### src/rtl/sev_seg_scan.sv
// Eight-digit seven-segment scan: prescaled digit stepping, frame-synchronous shadow load, active-low decode.
// seg_n is combinational from registered state; new content appears on the first cycle of the next frame.
module sev_seg_scan #(
  parameter int TICK_DIV = 100000,
  parameter int CNT_W    = 17
) (
  input  logic        clk,
  input  logic        rst_n,
  input  logic        load,
  input  logic [31:0] value_in,
  input  logic [7:0]  blank_in,
  input  logic [7:0]  dp_in,
  output logic [2:0]  digit_idx,
  output logic [7:0]  seg_n,
  output logic        frame_done,
  output logic        pending
);

  logic [CNT_W-1:0] presc_q, presc_d;
  logic [2:0]       digit_q, digit_d;
  logic             fdone_q;
  logic             pend_q, pend_d;
  logic [31:0]      stg_val_q, stg_val_d, disp_val_q, disp_val_d;
  logic [7:0]       stg_blank_q, stg_blank_d, disp_blank_q, disp_blank_d;
  logic [7:0]       stg_dp_q, stg_dp_d, disp_dp_q, disp_dp_d;
  logic             tick, wrap;

  assign tick = (presc_q == CNT_W'(TICK_DIV - 1));
  assign wrap = tick && (digit_q == 3'd7);

  always_comb begin
    presc_d      = tick ? '0 : presc_q + CNT_W'(1);
    digit_d      = tick ? digit_q + 3'd1 : digit_q;
    pend_d       = pend_q;
    stg_val_d    = stg_val_q;
    stg_blank_d  = stg_blank_q;
    stg_dp_d     = stg_dp_q;
    disp_val_d   = disp_val_q;
    disp_blank_d = disp_blank_q;
    disp_dp_d    = disp_dp_q;
    if (wrap) begin
      // A load landing on the wrap edge bypasses staging so it is not delayed a whole frame.
      if (load) begin
        disp_val_d   = value_in;
        disp_blank_d = blank_in;
        disp_dp_d    = dp_in;
      end else if (pend_q) begin
        disp_val_d   = stg_val_q;
        disp_blank_d = stg_blank_q;
        disp_dp_d    = stg_dp_q;
      end
      pend_d = 1'b0;
    end else if (load) begin
      stg_val_d   = value_in;
      stg_blank_d = blank_in;
      stg_dp_d    = dp_in;
      pend_d      = 1'b1;
    end
  end

  always_ff @(posedge clk or negedge rst_n) begin
    if (!rst_n) begin
      presc_q      <= '0;
      digit_q      <= 3'd0;
      fdone_q      <= 1'b0;
      pend_q       <= 1'b0;
      stg_val_q    <= '0;
      stg_blank_q  <= '0;
      stg_dp_q     <= '0;
      disp_val_q   <= '0;
      disp_blank_q <= 8'hFF;
      disp_dp_q    <= '0;
    end else begin
      presc_q      <= presc_d;
      digit_q      <= digit_d;
      fdone_q      <= wrap;
      pend_q       <= pend_d;
      stg_val_q    <= stg_val_d;
      stg_blank_q  <= stg_blank_d;
      stg_dp_q     <= stg_dp_d;
      disp_val_q   <= disp_val_d;
      disp_blank_q <= disp_blank_d;
      disp_dp_q    <= disp_dp_d;
    end
  end

  logic [2:0] mask_bit;
  logic [4:0] nib_sh;
  logic [3:0] nib;
  logic [6:0] glyph_n;

  // Digit 0 is the most significant nibble and mask bit 7.
  assign mask_bit = ~digit_q;
  assign nib_sh   = {mask_bit, 2'b00};
  assign nib      = 4'(disp_val_q >> nib_sh);

  always_comb begin
    glyph_n = 7'b1111111;
    case (nib)
      4'h0: glyph_n = 7'b1000000;
      4'h1: glyph_n = 7'b1111001;
      4'h2: glyph_n = 7'b0100100;
      4'h3: glyph_n = 7'b0110000;
      4'h4: glyph_n = 7'b0011001;
      4'h5: glyph_n = 7'b0010010;
      4'h6: glyph_n = 7'b0000010;
      4'h7: glyph_n = 7'b1111000;
      4'h8: glyph_n = 7'b0000000;
      4'h9: glyph_n = 7'b0010000;
      4'hA: glyph_n = 7'b0001000;
      4'hB: glyph_n = 7'b0000011;
      4'hC: glyph_n = 7'b1000110;
      4'hD: glyph_n = 7'b0100001;
      4'hE: glyph_n = 7'b0000110;
      4'hF: glyph_n = 7'b0001110;
      default: glyph_n = 7'b1111111;
    endcase
  end

  assign seg_n      = disp_blank_q[mask_bit] ? 8'hFF : {~disp_dp_q[mask_bit], glyph_n};
  assign digit_idx  = digit_q;
  assign frame_done = fdone_q;
  assign pending    = pend_q;

endmodule

### config.mk
export PLATFORM = sky130hd
export DESIGN_NAME = sev_seg_scan
export DESIGN_NICKNAME = d
export VERILOG_FILES = /design/src/rtl/sev_seg_scan.sv
export SDC_FILE = /design/constraint.sdc
export NUM_CORES = 1
export LEC_CHECK = 0
export ABC_CLOCK_PERIOD_IN_PS = 4900
export BUFFER_PORTS_ARGS = -buffer_cell sky130_fd_sc_hd__buf_2
export CAP_MARGIN = 20
export CORE_MARGIN = 2
export CORE_UTILIZATION = 60
export CTS_CLUSTER_DIAMETER = 30
export DETAILED_ROUTE_END_ITERATION = 8
export HOLD_SLACK_MARGIN = 0.03
export PLACE_DENSITY_LB_ADDON = 0.08
export SETUP_SLACK_MARGIN = 0.1
export SYNTH_ARGS = -nofsm -noshare
export SYNTH_HDL_FRONTEND = slang
export SYNTH_SLANG_ARGS = --single-unit
### constraint.sdc
create_clock -name clk -period 4.9 [get_ports clk]
set_clock_uncertainty 0.05 [all_clocks]
set_input_delay 0.245 -clock clk [delete_from_list [all_inputs] [get_ports clk]]
set_output_delay 0.245 -clock clk [all_outputs]
set_load 0.01 [all_outputs]
==> results.ini <==
[grt]
grt_usage_pct=24.6
grt-ovfl-total=0
antenna_found_initial=0
grt_pass1_vias=3970
grt_pass1_wl_um=19400
grt_max_degree=78

[timing]
worstMarginPinSlew_ns=0.846
drv_slew=0
tns_ns=0
rsz0062_at_grt=false
max_freq_mhz=271
setup_viol=0
relSlewSlack_pct=43.6
hold_viol=0
period_minus_slack_ns=3.69
fin_crit_sh_pct=75.2

[setup_path]
critPathMaxFanout=16
required_ns=4.61
start_kind=register
cp-end-kind=output pin
worstSetupPathType=reg2out
crit_arrival_ns=3.39

[yosys]
synthAdderAreaFrac_pct=1.91
ys.warnings.count=0
synthMuxAreaShare_pct=35.4
synth_top_family_by_area=multiplexers
netlist_area_sq_um=5890
synth_cell_type_count=43
synth_common_cells=mux2_2 (130), dfrtp_1 (110), mux2_4 (20)
syn_inst=418
synth-simple-area-share_pct=4.97
async_flop_share_pct=100
ys_seq_elements=118
synth_top_area_cell=dfrtp_1
ys_top_cells_by_area=dfrtp_1 (47%), mux2_2 (25%), mux2_4 (5.1%)
avgSynthCellArea_sq_um=14.1
synth-seq-area-share_pct=50.3
synth_top_area_share_pct=46.8
synth_most_common_cell=mux2_2
synth_xor_area_share_pct=2.53
synthFlopType=dfrtp_1
synth_fp_nets=478
synth_compound_area_share_pct=2.06
synth-edff-count=0

[pwr]
power.total_mw=2.38
power_density_nw_per_um2=324
p_leak_nw=3.41
max-vdd-ir-drop_uv=264

[die]
die_y_um=103
fp-row-count=36
die-area_sq_um=10600
pin_count=64
initial_core_util_pct=61.1
die_width_um=103
core_sq_um=9640

[clocking]
cts-buffers-inserted=17
root_buffer=clkbuf_8
cts_tree=yes
htree_levels=4
clkTransAtPathRegs_ns=0.06
clockBufferDepth=2
clock_sinks=118
clk_latency_ns=0.52
post_cts_buffers=0

[drt]
ant_nets=0
drcViolationCount=0
viasPerCell=5.53
drt_iter0_markers=148
wirelength_um=11800
drtPass1Iterations=5
vias=3745
routedWlPerCell_um=17.4

[finish]
num-fill-cells=637
num_antenna_cells=0
fin_nets=592
syn_to_final_growth_pct=24.9
layout-drive-gt1-share_pct=49.4

[placement]
dp_hpwl_um=7220
gp_congestion=0.862
portBuffers=63

[outcome]
status=finished clean

[flow_run]
max_cap_viol_count=0

[min_path]
hold_class=in2async

[report_power, final]
part	internal [mW]	total [mW]	switching, mW
clock	0.732	1.16	0.428
sequential	1.02	1.03	0.0185
combinational	0.114	0.189	0.0750
[state kept, by name, indices dropped and copies added (netlist names)]
name          flops
stg_dp_q          8
presc_q          17
stg_blank_q       8
pending           1
disp_dp_q         8
disp_blank_q      8
frame_done        1
digit_idx         3
disp_val_q       32
stg_val_q        32
[cells by family after synthesis]
group	count (synthesis)
AND/OR/NAND/NOR	57
flip-flops	118
XOR/XNOR	17
AO/OA/AOI/OAI	16
adder cells (fa/ha/maj)	9
multiplexers	170
buffers and inverters	31
[routing by layer]
layer  up-vias  GRT usage (%)  part of all wire [%]  routed length [um]
met5         -              0                     0                   0
met4         0           10.5                   2.1                 246
met3        21           5.49                   3.9                 462
met2        84           41.0                    52                6070
met1      1895           31.3                    42                4990
li1       1745              -                     -                   -
[worst max-delay path: stages (launching register included)]
cell and delay [ns]:
dfrtp_1 0.82, mux4_2 0.59, mux2_2 0.33, inv_1 0.16, ha_1 0.27, mux2_2 0.26, a32oi_1 0.24, buf_2 0.18
[repair_timing]
item / in CTS / in global routing
hold buffers: 49 / 0
resized for setup: 0 / 0
hold endpoints to repair: 127 / 0
[final cells by class]
cell class | count | area (sq um) | share of cell area (%)
sequential | 118 | 2960 | 40.3
multi-input combinational | 269 | 2760 | 37.5
timing repair buffer | 118 | 873 | 11.9
clock buffer | 23 | 487 | 6.62
tap | 133 | 166 | 2.26
clock inverter | 8 | 72.6 | 0.987
inverter | 8 | 30.0 | 0.409
[stage by stage]
stage,hold WS [ns],util (%),setup slack (ns),instance area [sq um],std cells
final,0.0424,76.2,1.21,7350,677
after detailed placement,0.423,65.1,1.57,6270,596
after floorplan,-0.101,-,2.23,5890,418
after global placement,0.409,65.1,1.70,6270,596
after global routing,0.0529,76.2,1.01,7350,677
after CTS,0.411,76.0,1.23,7320,676
[placed cells by master, fill, tap and decap left out, drive strengths merged, types with 3 or more instances in the layout]
master       count
dfstp            8
clkbuf          23
inv              8
and3             3
dfrtp          110
mux4             9
nor2b            3
nor2            16
clkinv           4
nand3            6
mux2           154
nor3             5
nand2           14
ha               9
xor2             7
mux2i            7
dlygate4sd3     49
xnor2           10
nor4             4
buf             69
clkinvlp         3
[worst paths after layout]
path | cells past startpoint | from | endpoint | slack [ns]
min in group clk | 3 | value_in[6] | stg_val_q[6]$_DFFE_PN0P_ | 0.44
max reg2reg | 6 | presc_q[0]$_DFF_PN0_ | stg_blank_q[6]$_DFFE_PN0P_ | 1.62
min | 2 | rst_n | stg_val_q[21]$_DFFE_PN0P_ | 0.04
max | 7 | digit_idx[1]$_DFFE_PN0N_ | seg_n[3] | 1.21
max in group asynchronous | 4 | rst_n | disp_blank_q[7]$_DFFE_PN1P_ | 3.60
min reg2reg | 1 | presc_q[13]$_DFF_PN0_ | presc_q[13]$_DFF_PN0_ | 0.45
(Power assumes the default switching activity.)
